## src/rtl/line_refill.sv

```systemverilog
// line_refill: cache-line refill engine. Accepts one miss request, issues a
// 4-beat 32-bit read burst, assembles the beats into a 128-bit line and
// writes the whole line into the data array in a single cycle.
// Optional feature macro: REFILL_CRITICAL_WORD_FWD_EN (critical-word forward).
//
// Handshakes: a transfer happens on a rising edge where valid and ready are
// both high. A valid, once raised by this block, stays high with its payload
// stable until accepted. Ready never depends on the partner's valid.
module line_refill #(
   parameter int INDEX_WIDTH = 4,
   parameter int LINE_BEATS  = 4
) (
   input  logic                   clk,
   input  logic                   resetn,
   input  logic                   req_valid,
   input  logic [31:0]            req_addr,
   output logic                   req_ready,
   output logic                   ar_valid,
   output logic [31:0]            ar_addr,
   output logic [3:0]             ar_len,
   input  logic                   ar_ready,
   input  logic                   r_valid,
   input  logic [31:0]            r_data,
   input  logic                   r_last,
   output logic                   r_ready,
   output logic [INDEX_WIDTH-1:0] bram_waddr,
   output logic [15:0]            bram_wen,
   output logic [127:0]           bram_wdata,
   output logic                   done,
   output logic                   busy,
   output logic                   err,
   output logic                   fwd_valid,
   output logic [31:0]            fwd_data,
   output logic [1:0]             state_dbg
);

   typedef enum logic [1:0] {
      IDLE  = 2'd0,
      ADDR  = 2'd1,
      DATA  = 2'd2,
      WRITE = 2'd3
   } state_t;

   localparam logic [1:0] LAST_BEAT = 2'(LINE_BEATS - 1);

   state_t       state_q, state_d;
   logic [31:4]  addr_q;
   logic [127:0] line_q;
   logic [1:0]   beat_cnt;
   logic         err_q;
   logic         beat_fire;

   assign beat_fire = (state_q == DATA) && r_valid;

   // State register; reset abandons any refill in flight.
   always_ff @(posedge clk or negedge resetn) begin
      if (!resetn) state_q <= IDLE;
      else         state_q <= state_d;
   end

   // Next state and all FSM-decoded outputs.
   always_comb begin
      state_d   = state_q;
      req_ready = 1'b0;
      ar_valid  = 1'b0;
      ar_len    = 4'd0;
      r_ready   = 1'b0;
      bram_wen  = 16'h0000;
      done      = 1'b0;
      busy      = 1'b1;
      case (state_q)
         IDLE: begin
            req_ready = 1'b1;
            busy      = 1'b0;
            if (req_valid) state_d = ADDR;
         end
         ADDR: begin
            ar_valid = 1'b1;
            ar_len   = 4'(LINE_BEATS - 1);
            if (ar_ready) state_d = DATA;
         end
         DATA: begin
            r_ready = 1'b1;
            if (r_valid && (beat_cnt == LAST_BEAT)) state_d = WRITE;
         end
         WRITE: begin
            bram_wen = 16'hFFFF;
            done     = 1'b1;
            state_d  = IDLE;
         end
         default: state_d = IDLE;
      endcase
   end

   // Latch the line-aligned miss address when a request is accepted.
   always_ff @(posedge clk or negedge resetn) begin
      if (!resetn)                        addr_q <= '0;
      else if (state_q == IDLE && req_valid) addr_q <= req_addr[31:4];
   end

   // Place each accepted beat into its word slot; word 0 is the low word.
   always_ff @(posedge clk or negedge resetn) begin
      if (!resetn) begin
         line_q   <= '0;
         beat_cnt <= 2'd0;
      end else if (beat_fire) begin
         line_q[{beat_cnt, 5'd0} +: 32] <= r_data;
         beat_cnt                       <= beat_cnt + 2'd1;
      end
   end

   // Sticky flag: r_last disagreeing with our own beat count.
   always_ff @(posedge clk or negedge resetn) begin
      if (!resetn)                                         err_q <= 1'b0;
      else if (beat_fire && (r_last != (beat_cnt == LAST_BEAT))) err_q <= 1'b1;
   end

   assign ar_addr    = {addr_q, 4'b0000};
   assign bram_waddr = addr_q[INDEX_WIDTH+3:4];
   assign bram_wdata = line_q;
   assign err        = err_q;
   assign state_dbg  = state_q;

`ifdef REFILL_CRITICAL_WORD_FWD_EN
   logic [1:0] word_q;

   // Remember which word of the line the miss actually asked for.
   always_ff @(posedge clk or negedge resetn) begin
      if (!resetn)                        word_q <= 2'd0;
      else if (state_q == IDLE && req_valid) word_q <= req_addr[3:2];
   end

   assign fwd_valid = beat_fire && (beat_cnt == word_q);
   assign fwd_data  = fwd_valid ? r_data : 32'd0;
`else
   assign fwd_valid = 1'b0;
   assign fwd_data  = 32'd0;
`endif

endmodule

```

## config.mk

```make
export PLATFORM = sky130hd
export DESIGN_NAME = line_refill
export DESIGN_NICKNAME = d
export VERILOG_FILES = /design/src/rtl/line_refill.sv
export SDC_FILE = /design/constraint.sdc
export NUM_CORES = 1
export LEC_CHECK = 0
export ABC_AREA = 1
export BUFFER_PORTS_ARGS = -buffer_cell sky130_fd_sc_hd__buf_2
export CAP_MARGIN = 20
export CORE_MARGIN = 1.5
export CORE_UTILIZATION = 49
export CTS_CLUSTER_DIAMETER = 120
export DETAILED_ROUTE_END_ITERATION = 7
export GPL_TIMING_DRIVEN = 0
export PLACE_DENSITY_LB_ADDON = 0.3
export SYNTH_ARGS = -nofsm -noshare
export SYNTH_HDL_FRONTEND = slang
export SYNTH_SLANG_ARGS = --single-unit
```

## constraint.sdc

```tcl
create_clock -name clk -period 1.85 [get_ports clk]
set_input_delay 0.37 -clock clk [delete_from_list [all_inputs] [get_ports clk]]
set_output_delay 0.37 -clock clk [all_outputs]
set_load 0.01 [all_outputs]
```

# Yosys cells after proc, flatten, opt, wreduce, memory -nomap -nowiden
# Index checks and enable logic that the tools add are counted.
word_totals:
  regBits: 161
  in_bits: 70
  word_cells: 35
classes:
  add_sub_neg: 2
  eq_ne: 8
  n_shift: 2
  mux: 12
  reduce_logical: 6
op_table:
  columns: ["cell", "n"]
  rows:
  - ["bitwise mux 128 bit", 1]
  - ["variable shift 32 x 9 -> 128 bit (first input constant)", 1]
  - ["indexed part select 32 x 9 -> 128 bit", 1]
  - ["2-to-1 mux 16 bit", 1]
  - ["negation 7 -> 9 bit", 1]
  - ["2-to-1 mux 2 bit", 4]
  - ["one-hot mux 2 bit (4 select lines)", 1]
  - ["== test 2 bit (second input constant)", 3]
  - ["2-to-1 mux 1 bit", 5]
  - ["logical AND 1 bit", 4]
  - ["!= test 2 bit (second input constant)", 2]
  - ["AND reduction 3 bit", 1]
  - ["adder 2 x 1 -> 2 bit (second input constant)", 1]
  - ["== test 2 x 1 -> 1 bit (second input constant)", 1]
  - ["zero test 2 bit", 1]
  - ["!= test 2 x 1 -> 1 bit (second input constant)", 1]
  - ["!= test 1 bit", 1]

# Longest topological paths before layout
# Gate-level depths: netlist of the first run.
logic_depth:
  word_depth: 4
  ltp_mapped: 10
  ltp_nobuf: 7

# Worst setup path before layout of the first run
# No wires, ideal clock.
synth_timing:
  path_kind: "register to register"
  startpoint: "reg beat_cnt[0]"
  endpoint: "reg line_q[73], in the netlist bram_wdata[73]"
  setup_time_ps: 65
  arrival_ps: 1544
  path_slack_ps: 241
  stages_incl_launch_ff: 10
  n_path_buf: 2
  period_less_slack_ps: 1609
  path_cell_list: "dfrtp_1 > buf_2 > inv_2 > ha_1 > inv_2 > nand2_1 > nor2_2 > buf_2 > nand3_1 > nand2_1"
synth_via:
  elab_chain_cells: 3
  word_cells_on_any_way: 4
synth_lines:
  columns: ["element", "line", "rtl"]
  rows:
  - ["start, declared", "49", "logic [1:0] beat_cnt;"]
  - ["start signal, assigned", "108", "beat_cnt <= beat_cnt + 2'd1;"]
  - ["negation 7 -> 9 bit *", "107", "line_q[{beat_cnt, 5'd0} +: 32] <= r_data;"]
  - ["indexed part select 32 x 9 -> 128 bit / variable shift 32 x 9 -> 128 bit (equally long branches)", "107", null]
  - ["bitwise mux 128 bit *", "107", null]
  - ["end signal, assigned by index", "107", null]
  - ["end, declared", "48", "logic [127:0] line_q;"]
# Mark *: on every way between the ends. The rest lies on a longest branch, timed or not.
# A chain may end at the register's enable or synchronous reset.

# Worst setup path after layout of the first run
layout_timing:
  startpoint: "reg beat_cnt[0]"
  endpoint: "reg line_q[22], in the netlist bram_wdata[22]"
# Same word-level chain as after synthesis.

==> out/qor.csv, run 1 <==
metric,value,unit
DRC violations left,0,
critical path's slowest cell,dfrtp_1,
clk_skew,0.00697,ns
GR Overflow Total,0,
"count leader, synth",nand2_1,
detail-routed via count per cell,4.80,
# rows,44,
count of pins over their slew limit,0,
Mapped Area,7330,um^2
"Clk pin slew, worst setup/hold paths",0.06,ns
DR WL/cell,14.5,um
yosys warns,0,
maxcap violations,0,
number of synthesized flops with an enable pin,0,
first-pass GRT wire length,31700,um
Setup crit end kind,flip-flop,
Placer Congestion,0.846,
WP buf/inv,5,
critical path class,flip-flop to flip-flop,
routed vias,6710,
Cell Pwr Density,1540,nW/um^2
worst endpoint required time,2.21,ns
min cycle time layout,1.80,ns
largest area contributor in the netlist,dfrtp_1,
Synth Register Bits,161,
area of the core,14600,um^2
Yosys cell types,22,
synth cell count leaders,"nand2_1, dfrtp_1, nand3_1",
overall power,15.2,mW
post-synthesis sequential area ratio,0.550,
first-pass iteration count of the detailed router,5,
initial detailed-routing violation count,407,
ANT cells,0,
Startpoint Class,flip-flop,
placed cell area,8990,um^2
Max Clock Freq,557,MHz
Initial Util,0.502,
Worst Hold Class,input port to flip-flop,
vias in the first global route,6305,
worst vdd ir,862,uV
Syn Inst Count,883,
Post-Syn Area per Cell,8.30,um^2
clk sinks,161,
worst-path cell chain,"buf_6, inv_4, ha_1, inv_1, nand2_1, nor2_4, buf_12, buf_2, nand3_1, nand2_1",
Die Area,15700,um^2
layout cells sized above 1,0.341,
IO Port Bufs,251,
ANT nets after route,0,
Lkg Pwr,6.21,nW
initial antenna violation count,0,
worst reg-to-reg setup slack,0.05,ns
total global-route track usage,0.257,
Tightest Pin Transition,0.600,ns
CTS H-tree lvls,4,
total CTS buffers,17,
largest net degree at the start of global routing,86,
CTS tree,done,
critical path's largest stage delay,0.41,ns
CP arrival,2.16,ns
leading post-synthesis cells by cell area,"dfrtp_1, nand2_1, buf_4, nand3_1, inv_1",
most frequent cell on the critical path,nand2_1,
Area Overhead vs Synth,34.1,%
die width,125,um
max_slew headroom,0.600,
post-synth top area share,0.550,
Max Root-Sink Buffers,2,
final hold vios,0,
"Clk Latency, worst-skew pair",0.43,ns
Total Wirelength,20300,um
Crit path max-delay family,buffers and inverters,
share of synthesized flip-flops with an asynchronous set or reset,1.00,
outcome,completed,
root buf cell,clkbuf_16,
Die H,125,um
fin util,0.674,
Final Cycle Share,0.970,
Synth Flop Type,dfrtp_1,
post-DP HPWL,14900,um
final instance area,9830,um^2
IO Count,295,
Final setup viols,0,
fin nets,1285,
"Max FO, Critical Path",6,
Worst Hold Slack,0.172,ns
state kept, by name, summed over array words and instances, names as in the netlist:
name,count
beat_cnt,2
err,1
bram_wdata,128
addr_q,28
state_dbg,2
what timing repair did:
action | CTS | global route
endpoints found under the hold margin | 76 | 0
pin swaps | 1 | 4
gates resized for setup | 26 | 26
setup buffers | 0 | 9
hold buffers | 1 | 0
gates cloned | 0 | 2
endpoints found under the setup margin | 136 | 135
area by class of cell:
class	instances	area (um^2)
Fill cell	1261	4760
Sequential cell	161	4030
Multi-Input combinational cell	578	2550
Timing Repair Buffer	264	1410
Buffer	105	733
Clock buffer	18	429
Inverter	77	297
Tap cell	184	230
Clock inverter	11	143
cells in the final DEF (no fill, tap or decap), drive strengths merged:
master       instances
buf                358
o21ai               33
dfrtp              161
nand2              362
dlygate4sd3          1
inv                 77
clkinv               6
clkbuf              28
nand4                2
ha                  11
clkinvlp             2
nand3               94
xnor2                1
bufinv               3
conb                39
xor2                 1
o21bai               1
nor2                34
where the power goes:
group / switching, mW / internal (mW)
combinational: 3.72 / 2.57
clock: 1.39 / 2.09
sequential: 0.705 / 4.68
worst register-to-register path, stage by stage (launching register included):
cell	delay [ns]
dfrtp_1	0.41
buf_6	0.15
inv_4	0.05
ha_1	0.31
inv_1	0.11
nand2_1	0.10
nor2_4	0.15
buf_12	0.14
buf_2	0.15
nand3_1	0.10
nand2_1	0.07
metal layers:
layer  track usage  part of all wire  up-vias
li1              -                 -     3241
met1         0.332              0.42     3161
met2         0.419              0.48      271
met3        0.0650             0.078       37
met4         0.101             0.025        0
met5             0                 0        -
per-stage QoR:
| step | setup slack [ns] | cells | TNS, ns |
|---|---|---|---|
| after floorplan | 0.241 | 921 | 0 |
| after global placement | -2.10 | 1356 | -341.99 |
| after detailed placement | -0.209 | 1357 | -9.84 |
| after CTS | -0.0569 | 1387 | -0.832 |
| after global routing | -0.0295 | 1398 | -0.184 |
| final | 0.0548 | 1398 | 0 |
final timing paths:
path                               from        endpoint  cells past startpoint
setup reg to reg            beat_cnt[0]  bram_wdata[22]                     10
setup / recovery            beat_cnt[0]  bram_wdata[22]                     10
min in group asynchronous        resetn      addr_q[16]                      2
max in group asynchronous        resetn  bram_wdata[77]                      3
hold reg to reg               addr_q[8]       addr_q[8]                      2
hold / removal             req_addr[12]      addr_q[12]                      3
kinds of logic (layout without fill, tap and decap cells):
| logic type | after synthesis | after routing | share of synthesized area |
|---|---|---|---|
| buf+inv | 182 | 475 | 0.131 |
| simple gates | 492 | 492 | 0.274 |
| fa+ha+maj | 11 | 11 | 0.0188 |
| compound gates | 34 | 34 | 0.0236 |
| xor+xnor | 2 | 2 | 0.00239 |
| other cells | 1 | 39 | 0.000512 |
| flops | 161 | 161 | 0.550 |
Note: power is estimated with default switching activity, not from simulation.
==> run 2: changes to the inputs <==
--- a/config.mk
+++ b/config.mk
@@ -8,6 +8,7 @@
 export ABC_AREA = 1
 export BUFFER_PORTS_ARGS = -buffer_cell sky130_fd_sc_hd__buf_2
 export CAP_MARGIN = 20
+export CORE_ASPECT_RATIO = 1.5
 export CORE_MARGIN = 1.5
 export CORE_UTILIZATION = 49
 export CTS_CLUSTER_DIAMETER = 120
==> run 2 against run 1 <==
Hold slack better by 0.0049 ns. Clock power hardly changed. Flip-flop and latch count stayed put. Die area increased by 0.10%. Critical path type is now flip-flop to output pin. Critical endpoint is now ar_len[0].
==> out/qor.csv, run 2 (synthesis gave the netlist of run 1 again) <==
metric,value,unit
RSZ-0062 raised after global routing,yes,
Startpoint Class,flip-flop,
Tightest Pin Transition,0.725,ns
post-DP HPWL,15400,um
total CTS buffers,17,
final std cells w/o fill,1416,
maxcap violations,0,
# rows,54,
Total Wirelength,21200,um
placed cell area,9010,um^2
Max Clock Freq,548,MHz
Cells after DPL,1369,
Final WS setup,0.0247,ns
vias in the first global route,6370,
DR WL/cell,15.0,um
critical path's slowest cell,dfrtp_2,
Worst Hold Slack,0.177,ns
worst endpoint required time,1.48,ns
setup TNS,0,ns
initial antenna violation count,0,
detail-routed via count per cell,4.71,
worst-path cell chain,"inv_4, ha_2, buf_4, buf_2",
FF-to-FF path depth,10,
Cell Pwr Density,1540,nW/um^2
sw power,5.95,mW
largest net degree at the start of global routing,98,
Die H,153,um
Worst Hold Class,input port to flip-flop,
Area Overhead vs Synth,34.8,%
critical path's largest stage delay,0.46,ns
Sw Ratio,0.391,
Max Root-Sink Buffers,2,
Placer Congestion,0.899,
CP arrival,1.46,ns
first-pass iteration count of the detailed router,5,
die width,103,um
fin util,0.677,
Pint,9.27,mW
"Clk pin slew, worst setup/hold paths",0.06,ns
proportion of power drawn by combinational gates,0.419,
count of pins over their slew limit,0,
initial detailed-routing violation count,312,
outcome,completed,
clk_skew,0.00917,ns
final hold vios,0,
clk sinks,161,
"commonest non-fill, non-tap cell in the layout",nand2_1,
"Clk Latency, worst-skew pair",0.43,ns
Initial Util,0.502,
area of the core,14600,um^2
Setup crit end kind,output pin,
overall power,15.2,mW
Final setup viols,0,
final instance area,9880,um^2
layout cells sized above 1,0.352,
"commonest cells after routing, fill and taps aside","nand2_1, buf_2, dfrtp_1",
worst vdd ir,699,uV
pre-CTS setup slack,-0.285,ns
GR Overflow Total,0,
critical path class,flip-flop to output pin,
sequential cell fraction of total power,0.353,
DRC violations left,0,
first-pass GRT wire length,32300,um
max reg flops,128,
IO Count,295,
Final Cycle Share,0.987,
Hold Crit Depth,3,
root buf cell,clkbuf_16,
Clock Power Share,0.228,
Lkg Pwr,6.24,nW
Die Area,15700,um^2
CTS tree,done,
total global-route track usage,0.271,
CTS H-tree lvls,4,
max_slew headroom,0.517,
fin nets,1289,
routed vias,6663,
min cycle time layout,1.83,ns
IO Port Bufs,251,
ANT nets after route,0,
ANT cells,0,
"Max FO, Critical Path",5,
-- run 2: worst max-delay path: cells and delay by family, from the launching register on --
family     cells  cell delay [ns]
buf+inv        3             0.33
fa+ha+maj      1             0.24
flops          1             0.46
-- run 2: path summary, 6_finish.rpt --
kind                               from  slack, ns              end
setup / recovery           state_dbg[1]       0.02        ar_len[0]
hold / removal             req_addr[23]       0.18       addr_q[23]
setup reg to reg            beat_cnt[0]       0.09  bram_wdata[123]
hold reg to reg               addr_q[8]       0.47        addr_q[8]
max in group asynchronous        resetn       0.51   bram_wdata[34]
min in group asynchronous        resetn       0.57       addr_q[13]
-- run 2: routing by layer --
metal | vias up | GRT usage | routed length [um] | share of wire
li1 | 3266 | - | - | -
met1 | 3075 | 0.301 | 8030 | 0.38
met2 | 278 | 0.470 | 10500 | 0.50
met3 | 44 | 0.0798 | 1790 | 0.084
met4 | 0 | 0.120 | 869 | 0.041
met5 | - | 0 | 0 | 0
-- run 2: layout make-up --
class | count | area (um^2)
Clock inverter | 12 | 134
Fill cell | 1277 | 4720
Clock buffer | 19 | 443
Buffer | 105 | 739
Inverter | 77 | 294
Multi-Input combinational cell | 578 | 2570
Timing Repair Buffer | 268 | 1420
Tap cell | 196 | 245
Sequential cell | 161 | 4030
-- run 2: timing repair --
item / in CTS / in global routing
setup buffers: 1 / 12
hold buffers: 1 / 0
pin swaps: 0 / 5
gates cloned: 0 / 2
setup endpoints to repair: 138 / 118
hold endpoints to repair: 6 / 0
resized for setup: 29 / 31
-- run 2: power by group through the flow --
stage                     registers [mW]  logic (mW)  clock network (mW)
after detailed placement            5.37        5.91                   0
after global placement              5.35        5.81                   0
final                               5.37        6.37                3.47
after floorplan                     5.88        2.91                   0
after CTS                           5.34        6.11                3.51
after global routing                5.52        7.07                3.64
